[config.mk]
export PLATFORM = sky130hd
export DESIGN_NAME = bicolor_led_pattern_pwm
export DESIGN_NICKNAME = d
export VERILOG_FILES = /design/src/rtl/led_pattern_pkg.sv /design/src/rtl/bicolor_pwm_core.sv /design/src/rtl/bicolor_led_pattern_pwm.sv
export SDC_FILE = /design/constraint.sdc
export NUM_CORES = 1
export LEC_CHECK = 0
export CAP_MARGIN = 20
export CORE_UTILIZATION = 61
export DETAILED_ROUTE_END_ITERATION = 16
export HOLD_SLACK_MARGIN = 0.12
export PLACE_DENSITY = 0.81
export REMOVE_ABC_BUFFERS = 1
export SYNTH_ARGS = -nofsm -noshare
export SYNTH_HDL_FRONTEND = slang
export SYNTH_SLANG_ARGS = --single-unit
[constraint.sdc]
create_clock -name clk -period 3.1 [get_ports clk]
set_input_delay 0.31 -clock clk [delete_from_list [all_inputs] [get_ports clk]]
set_output_delay 0.31 -clock clk [all_outputs]
set_load 0.01 [all_outputs]
[src/rtl/led_pattern_pkg.sv]
// led_pattern_pkg: shared mode codes, pattern states and defaults for the bicolor LED driver
package led_pattern_pkg;
  localparam int PWM_BITS_DEF = 8;
  localparam logic [2:0] MODE_OFF = 3'd0;
  localparam logic [2:0] MODE_RED = 3'd1;
  localparam logic [2:0] MODE_GREEN = 3'd2;
  localparam logic [2:0] MODE_BLINK = 3'd3;
  localparam logic [2:0] MODE_FADE = 3'd4;
  typedef enum logic [2:0] {S_OFF, S_SOLID_R, S_SOLID_G, S_BLINK, S_FADE_UP, S_FADE_DN} state_e;
  function automatic state_e mode_to_state(input logic [2:0] m);
    return m == MODE_RED ? S_SOLID_R :
           m == MODE_GREEN ? S_SOLID_G :
           m == MODE_BLINK ? S_BLINK :
           m == MODE_FADE ? S_FADE_UP : S_OFF;
  endfunction
endpackage

[src/rtl/bicolor_pwm_core.sv]
// bicolor_pwm_core: frame counter, frame-boundary shadow duties and registered red/green PWM compare
module bicolor_pwm_core
  import led_pattern_pkg::*;
#(
  parameter int PWM_BITS = PWM_BITS_DEF
) (
  input  logic                clk,
  input  logic                rst_n,
  input  logic [PWM_BITS-1:0] r_next_i,
  input  logic [PWM_BITS-1:0] g_next_i,
  output logic                fb_o,
  output logic                red_led_o,
  output logic                green_led_o
);
  localparam logic [PWM_BITS-1:0] CNT_MAX = '1;
  localparam logic [PWM_BITS:0] FULL = {1'b1, {PWM_BITS{1'b0}}};
  logic [PWM_BITS-1:0] cnt_q, r_sh_q, g_sh_q;
  logic red_q, green_q;
  assign fb_o = cnt_q == CNT_MAX;
  assign red_led_o = red_q;
  assign green_led_o = green_q;
  // Free-running counter; duties only change at the frame boundary; red leads the frame, green trails it
  always_ff @(posedge clk or negedge rst_n) begin
    if (!rst_n) begin
      cnt_q <= '0;
      r_sh_q <= '0;
      g_sh_q <= '0;
      red_q <= 1'b0;
      green_q <= 1'b0;
    end else begin
      cnt_q <= cnt_q + PWM_BITS'(1);
      if (fb_o) begin
        r_sh_q <= r_next_i;
        g_sh_q <= g_next_i;
      end
      red_q <= cnt_q < r_sh_q;
      green_q <= {1'b0, cnt_q} >= FULL - {1'b0, g_sh_q};
    end
  end
endmodule

[src/rtl/bicolor_led_pattern_pwm.sv]
// bicolor_led_pattern_pwm: command handshake and solid/blink/crossfade sequencer feeding the PWM core
module bicolor_led_pattern_pwm
  import led_pattern_pkg::*;
#(
  parameter int PWM_BITS = PWM_BITS_DEF,
  parameter int BLINK_FRAMES = 20,
  parameter int FADE_STEP_FRAMES = 1
) (
  input  logic                clk,
  input  logic                rst_n,
  input  logic                cmd_valid,
  output logic                cmd_ready,
  input  logic [2:0]          cmd_mode,
  input  logic [PWM_BITS-1:0] cmd_level,
  output logic                busy,
  output logic                red_led,
  output logic                green_led
);
  localparam logic [PWM_BITS-1:0] LVL_MAX = '1;
  localparam logic [PWM_BITS-1:0] ONE = PWM_BITS'(1);
  state_e state_q, state_d;
  logic pend_q, phase_q, phase_d, fb, accept, apply;
  logic [2:0] pmode_q;
  logic [PWM_BITS-1:0] plevel_q, level_q, level_d, fpos_q, fpos_d, r_next, g_next;
  logic [15:0] fcnt_q, fcnt_d, fcnt_inc;
  assign cmd_ready = ~pend_q;
  assign accept = cmd_valid & cmd_ready;
  assign apply = fb & pend_q;
  assign busy = state_q != S_OFF;
  assign fcnt_inc = fcnt_q + 16'd1;
  // Hold one accepted command until the next frame boundary consumes it
  always_ff @(posedge clk or negedge rst_n) begin
    if (!rst_n) begin
      pend_q <= 1'b0;
      pmode_q <= MODE_OFF;
      plevel_q <= '0;
    end else if (apply) begin
      pend_q <= 1'b0;
    end else if (accept) begin
      pend_q <= 1'b1;
      pmode_q <= cmd_mode;
      plevel_q <= cmd_level;
    end
  end
  // Pattern state register; phase 0 is red, fade direction is carried by the state
  always_ff @(posedge clk or negedge rst_n) begin
    if (!rst_n) begin
      state_q <= S_OFF;
      phase_q <= 1'b0;
      fpos_q <= '0;
      fcnt_q <= '0;
      level_q <= '0;
    end else begin
      state_q <= state_d;
      phase_q <= phase_d;
      fpos_q <= fpos_d;
      fcnt_q <= fcnt_d;
      level_q <= level_d;
    end
  end
  // Advance the pattern once per frame, or restart it from a newly applied command
  always_comb begin
    state_d = state_q;
    phase_d = phase_q;
    fpos_d = fpos_q;
    fcnt_d = fcnt_q;
    level_d = level_q;
    if (apply) begin
      state_d = mode_to_state(pmode_q);
      level_d = plevel_q;
      phase_d = 1'b0;
      fpos_d = '0;
      fcnt_d = '0;
    end else if (fb) begin
      fcnt_d = fcnt_inc;
      if (state_q == S_BLINK && fcnt_inc == 16'(BLINK_FRAMES)) begin
        phase_d = ~phase_q;
        fcnt_d = '0;
      end
      if (state_q == S_FADE_UP && fcnt_inc == 16'(FADE_STEP_FRAMES)) begin
        fcnt_d = '0;
        state_d = fpos_q == LVL_MAX ? S_FADE_DN : S_FADE_UP;
        fpos_d = fpos_q == LVL_MAX ? fpos_q - ONE : fpos_q + ONE;
      end
      if (state_q == S_FADE_DN && fcnt_inc == 16'(FADE_STEP_FRAMES)) begin
        fcnt_d = '0;
        state_d = fpos_q == '0 ? S_FADE_UP : S_FADE_DN;
        fpos_d = fpos_q == '0 ? fpos_q + ONE : fpos_q - ONE;
      end
    end
  end
  // Duties from the post-update pattern so a new command lands in the same frame-boundary load
  always_comb begin
    r_next = '0;
    g_next = '0;
    if (state_d == S_SOLID_R || (state_d == S_BLINK && !phase_d)) r_next = level_d;
    if (state_d == S_SOLID_G || (state_d == S_BLINK && phase_d)) g_next = level_d;
    if (state_d == S_FADE_UP || state_d == S_FADE_DN) begin
      r_next = LVL_MAX - fpos_d;
      g_next = fpos_d;
    end
  end
  bicolor_pwm_core #(.PWM_BITS(PWM_BITS)) u_core (
    .clk(clk),
    .rst_n(rst_n),
    .r_next_i(r_next),
    .g_next_i(g_next),
    .fb_o(fb),
    .red_led_o(red_led),
    .green_led_o(green_led)
  );
endmodule
=== Word-level counts from Yosys, hierarchy flattened ===
Cells that the tools add are included.

* Flip-flop bits (word level): 74
* Output and inout port bits: 4
* Logic and storage cells: 87
* Input port bits: 14

* Order comparisons: 2
* Multiplexer cells: 31
* Add/sub/neg operators: 6
* Bitwise gates (word level): 5
* Reductions and logical operators: 14
* Eq/ne operators: 16

{| class="wikitable"
|+ Operators by type and width
! kind !! count
|-
| $mux W8 || 11
|-
| $mux W16 || 5
|-
| $mux W3 || 8
|-
| $add A16 B1 Y16 const B || 1
|-
| $add A8 B1 Y8 const B || 2
|-
| $eq A16 B1 Y1 const B || 1
|-
| $eq A16 B5 Y1 const B || 1
|-
| $eq A8 B8 Y1 const B || 2
|-
| $eq A3 B2 Y1 const B || 5
|-
| $eq A3 B3 Y1 const B || 5
|-
| $ge A8 B9 Y1 || 1
|-
| $sub A9 B8 Y9 const A || 1
|-
| $logic_not A8 Y1 || 1
|-
| $lt A8 B8 Y1 || 1
|-
| $sub A8 B1 Y8 const B || 1
|-
| $sub A8 B8 Y8 const A || 1
|-
| $mux W1 || 7
|-
| $eq A3 B1 Y1 const B || 2
|-
| $logic_and A1 B1 Y1 || 5
|-
| $reduce_bool A2 Y1 || 2
|-
| $logic_or A1 B1 Y1 || 3
|-
| $not A1 Y1 || 3
|-
| $reduce_bool A3 Y1 || 1
|-
| $and A1 B1 Y1 || 2
|-
| other kinds (2) || 2
|}

=== Depth between registers and ports, before layout ===
* Word-level depth: 12
* Mapped depth: 12
* Depth with buffers taken out: 11

=== Hierarchy ===
A second synthesis with hierarchy kept.

* Cells, all modules: 451
* Area total of the unflattened synthesis: 4,564.4 um2

{| class="wikitable"
|+ By module, submodules not included
! module !! instances !! area an instance (um2) !! cells an instance
|-
| bicolor_led_pattern_pwm || 1 || 3,120.5 || 329
|-
| bicolor_pwm_core || 1 || 1,443.9 || 122
|}

=== Worst setup path before layout ===
OpenSTA, ideal clock, no wires.

* Kind: flip-flop to flip-flop
* Start: register fcnt_q[0]
* End: register fcnt_q[6]
* Path buffers: 3
* Data arrival time: 2.660 ns
* Required time: 2.973 ns
* Stages on the path, launching flop included: 13
* Setup slack: 0.313 ns
* Library setup time: 0.127 ns
* Period minus slack after synthesis: 2.787 ns
* Path through: dfrtp_1 ha_1 buf_4 nor3_1 o21ai_0 mux2_2 or4_1 buf_6 o31ai_4 buf_6 a21oi_2 o21ai_1 o31ai_1

* Longest elaborated chain between the ends: 8

{| class="wikitable"
|+ RTL lines
! item !! RTL line !! source
|-
| from (decl) || bicolor_led_pattern_pwm.sv:25 || <nowiki>logic [15:0] fcnt_q, fcnt_d, fcnt_inc;</nowiki>
|-
| from (signal assigned) || bicolor_led_pattern_pwm.sv:57 || <nowiki>fcnt_q <= fcnt_d;</nowiki>
|-
| $add A16 B1 Y16 (*) || bicolor_led_pattern_pwm.sv:30 || <nowiki>assign fcnt_inc = fcnt_q + 16'd1;</nowiki>
|-
| $eq A16 B5 Y1 || bicolor_led_pattern_pwm.sv:76 || <nowiki>if (state_q == S_BLINK && fcnt_inc == 16'(BLINK_FRAMES)) begin</nowiki>
|-
| $logic_and A1 B1 Y1 || bicolor_led_pattern_pwm.sv:76 ||
|-
| $mux W16 || bicolor_led_pattern_pwm.sv:76 ||
|-
| $mux W16 || bicolor_led_pattern_pwm.sv:80 || <nowiki>if (state_q == S_FADE_UP && fcnt_inc == 16'(FADE_STEP_FRAMES)) begin</nowiki>
|-
| $mux W16 (*) || bicolor_led_pattern_pwm.sv:85 || <nowiki>if (state_q == S_FADE_DN && fcnt_inc == 16'(FADE_STEP_FRAMES)) begin</nowiki>
|-
| $mux W16 (*) || bicolor_led_pattern_pwm.sv:74 || <nowiki>end else if (fb) begin</nowiki>
|-
| $mux W16 (*) || bicolor_led_pattern_pwm.sv:68 || <nowiki>if (apply) begin</nowiki>
|}

Every way passes the cells marked *; elsewhere a longest branch is shown, timed or not. The select of a mux whose other input is x is not followed.
A chain may end at the register's enable or synchronous reset.

=== Worst setup path after layout ===
* Start: register fcnt_q[0]
* End: register u_core.r_sh_q[4]

* Longest elaborated chain between the ends: 12

{| class="wikitable"
|+ RTL lines
! item !! RTL line !! source
|-
| $add A16 B1 Y16 (*) || bicolor_led_pattern_pwm.sv:30 ||
|-
| branches (longest 10 deep; another with $sub A8 B8 Y8) || n/a ||
|-
| $mux W8 (*) || bicolor_led_pattern_pwm.sv:98 || <nowiki>if (state_d == S_FADE_UP || state_d == S_FADE_DN) begin</nowiki>
|-
| to (signal assigned) || bicolor_pwm_core.sv:33 || <nowiki>r_sh_q <= r_next_i;</nowiki>
|-
| to (decl) || bicolor_pwm_core.sv:17 || <nowiki>logic [PWM_BITS-1:0] cnt_q, r_sh_q, g_sh_q;</nowiki>
|}

Every way passes the cells marked *.

==> impl_metrics.tcl <==
set metrics [dict create \
    syn_inst 516 \
    wl_um 11720 \
    fin_nets 573 \
    dieArea_um2 8107 \
    status "finished, final reports clean" \
    clkTransAtPathRegs_ps 90 \
    max-vdd-ir-drop_v 0.0003453 \
    routed-wl-met3_um 899 \
    reg2regPathDepth 9 \
    fin_crit_ps 3021 \
    tightest_slew_ps 938.9 \
    yosysMostFrequentCell "dfrtp_1" \
    fin_skew_ps 7.085 \
    wl_met1_um 5000 \
    ios 18 \
    wl_per_cell_um 18.29 \
    ys_async_sr_fraction 1.000 \
    critPathKind "flip-flop to flip-flop" \
    place_congestion 0.9073 \
    cts_max_level 3 \
    fin_total_pwr_w 0.001780 \
    row_count 31 \
    synth_area_per_cell_um2 9.163 \
    stdcell_area_um2 5278 \
    seq_area_frac_synth 0.3916 \
    leakagePower_nw 2.351 \
    finalMaxSlewViolations 0 \
    path_max_fanout 8 \
    grt_max_degree 75 \
    r2r_end "u_core.r_sh_q[4]" \
    drive_above_1_share 0.1458 \
    critPathArrivalTime_ps 3250 \
    vias 4186 \
    diodes 0 \
    power_density_nw_per_um2 337.3 \
    ant_nets 0 \
    ys_types 66 \
    synth_top_cell_by_area "dfrtp_1" \
    syn-cell-area_um2 4728 \
    top_layer "met4" \
    synth_common_cells "dfrtp_1, nand2_1, o21ai_0, inv_1, nand3_1" \
    drt-pass1-iter-count 5 \
    critPathLaunch "fcnt_q[0]" \
    cts_root_buf "clkbuf_8" \
    synth_top_area_share 0.3916 \
    rr_startpoint "fcnt_q[0]" \
    hpwl_um 8275 \
    cp.required_ps 3330 \
    wl_met2_um 5541 \
    via_per_inst 6.530 \
    synth_warnings 0 \
    grtUsageTotal 0.3060 \
    die_x_um 90.04 \
    place_area_um2 5032 \
    grt_pass1_wl_um 19810 \
    cts.path.max_buffers 2 \
    clock_latency_ps 360 \
    rsz0062_at_grt "yes" \
    io_buffers 17 \
    reg2reg_slack_ps 80 \
    coreArea_um2 7370 \
    fin_cells 641 \
    dr.first_iter.drc_count 429 \
    numCtsBuffers 9 \
    setup_viol 0 \
    cap_violations 0 \
    clock-sinks 74 \
    hp-class "flip-flop to flip-flop" \
    synthFlopType "dfrtp_1" \
    slew_headroom 0.3741 \
    crit_end "u_core.r_sh_q[4]" \
    period_share 0.9746 \
    ys_ff_latch 74 \
    startpoint_type "flip-flop" \
    grt_overflow 0 \
    hold_viol_final 0 \
    synth_edf_count 0 \
    synthTopCellsByArea "dfrtp_1, ha_1, nand2_1" \
    start_util 0.6416 \
    cts_tree "built" \
    area_growth_pct 11.62 \
    grt_pass1_vias 4003 \
    timing.fmax_ghz 0.3310 \
    drc 0 \
    antenna_found_initial 0 \
    dp.cells 624 \
    end_kind "flip-flop" \
    fp.dieH_um 90.04 \
]
layer usage:
layer  vias to the layer above  track usage
met5                         -            0
met4                         0      0.09409
met3                        38      0.06853
met2                       242       0.4885
met1                      1978       0.4169
li1                       1928            -
power by group:
group	leakage (nW)	switching (W)	internal, W
clock	0.0986	0.000423	0.000313
sequential	0.997	0.0000104	0.000981
combinational	1.26	0.0000244	0.0000283
total	2.35	0.000458	0.00132
through the flow:
step                      hold WS (ps)  setup WS, ps  TNS [ps]  utilization
after floorplan                  14.41         4.357         0            -
after global placement           482.1         218.1         0       0.6829
after detailed placement         496.1         115.6         0       0.6829
after CTS                        514.9         52.35         0       0.7100
after global routing             521.6        -17.88    -17.88       0.7161
final                            513.3         78.71         0       0.7161
how the worst min path moves through the flow:
stage	slack, ps	cells past startpoint	startpoint	to
after CTS	510	1	plevel_q[4]	plevel_q[4]
after global routing	520	1	plevel_q[1]	plevel_q[1]
after detailed placement	500	1	plevel_q[1]	plevel_q[1]
final	510	1	plevel_q[4]	plevel_q[4]
after floorplan	10	0	rst_n	fcnt_q[0]
after global placement	480	2	u_core.r_sh_q[1]	u_core.r_sh_q[1]
logic make-up (layout without fill, tap and decap cells):
family,after synthesis,count (layout),synth area share
simple gates,176,176,0.1977
flops,74,74,0.3916
fa+ha+maj,22,22,0.05822
mux,22,22,0.05028
xor+xnor,24,24,0.04446
buf+inv,61,87,0.05689
compound gates,137,137,0.2008
final cells by class:
type	count	area [um2]
Fill cell	545	2092
Tap cell	99	123.9
Timing Repair Buffer	40	342.8
Multi-Input combinational cell	381	2653
Clock buffer	9	123.9
Inverter	31	116.4
Sequential cell	74	1852
Clock inverter	7	66.31
placed cells by master, fill, tap and decap left out, types with 4 or more instances in the layout:
cell / Yosys / final
a21o_1: 9 / 9
a21oi_1: 18 / 18
a22o_1: 4 / 4
a22oi_1: 5 / 5
a31oi_1: 9 / 9
and3_1: 5 / 5
buf_4: 4 / 23
clkbuf_8: 0 / 9
clkdlybuf4s50_1: 0 / 16
dfrtp_1: 74 / 74
ha_1: 22 / 22
inv_1: 29 / 29
mux2_2: 14 / 14
mux2i_1: 8 / 8
nand2_1: 52 / 52
nand3_1: 27 / 27
nand4_1: 10 / 10
nor2_1: 25 / 24
nor3_1: 12 / 11
nor4_1: 7 / 6
nor4b_1: 7 / 4
nor4b_2: 1 / 4
o211ai_1: 4 / 4
o21ai_0: 36 / 35
o21ai_1: 5 / 6
o31ai_1: 9 / 9
or3_1: 5 / 5
or4_1: 5 / 4
xnor2_1: 8 / 8
xor2_1: 16 / 16
worst max-delay path, stage by stage, from the launching register on:
cell     delay (ps)
dfrtp_1         460
ha_1            250
nand3_1         140
nor4_2          330
xor2_1          210
or4_4           610
nor4b_1         380
nor3_1          150
o21ai_2         190
o21ai_0         160
sequential cells by signal, indices dropped and copies added, names as in the netlist, 8 cells and up:
signal	count
fcnt_q	16
fpos_q	8
level_q	8
plevel_q	8
u_core.cnt_q	8
u_core.g_sh_q	8
u_core.r_sh_q	8
timing repair:
item / CTS / global route
hold buffers: 1 / 0
hold endpoints to repair: 8 / 0
setup endpoints to repair: 0 / 28
resized for setup: 0 / 9
setup buffers: 0 / 0
Note: power is estimated with default switching activity, not from simulation.
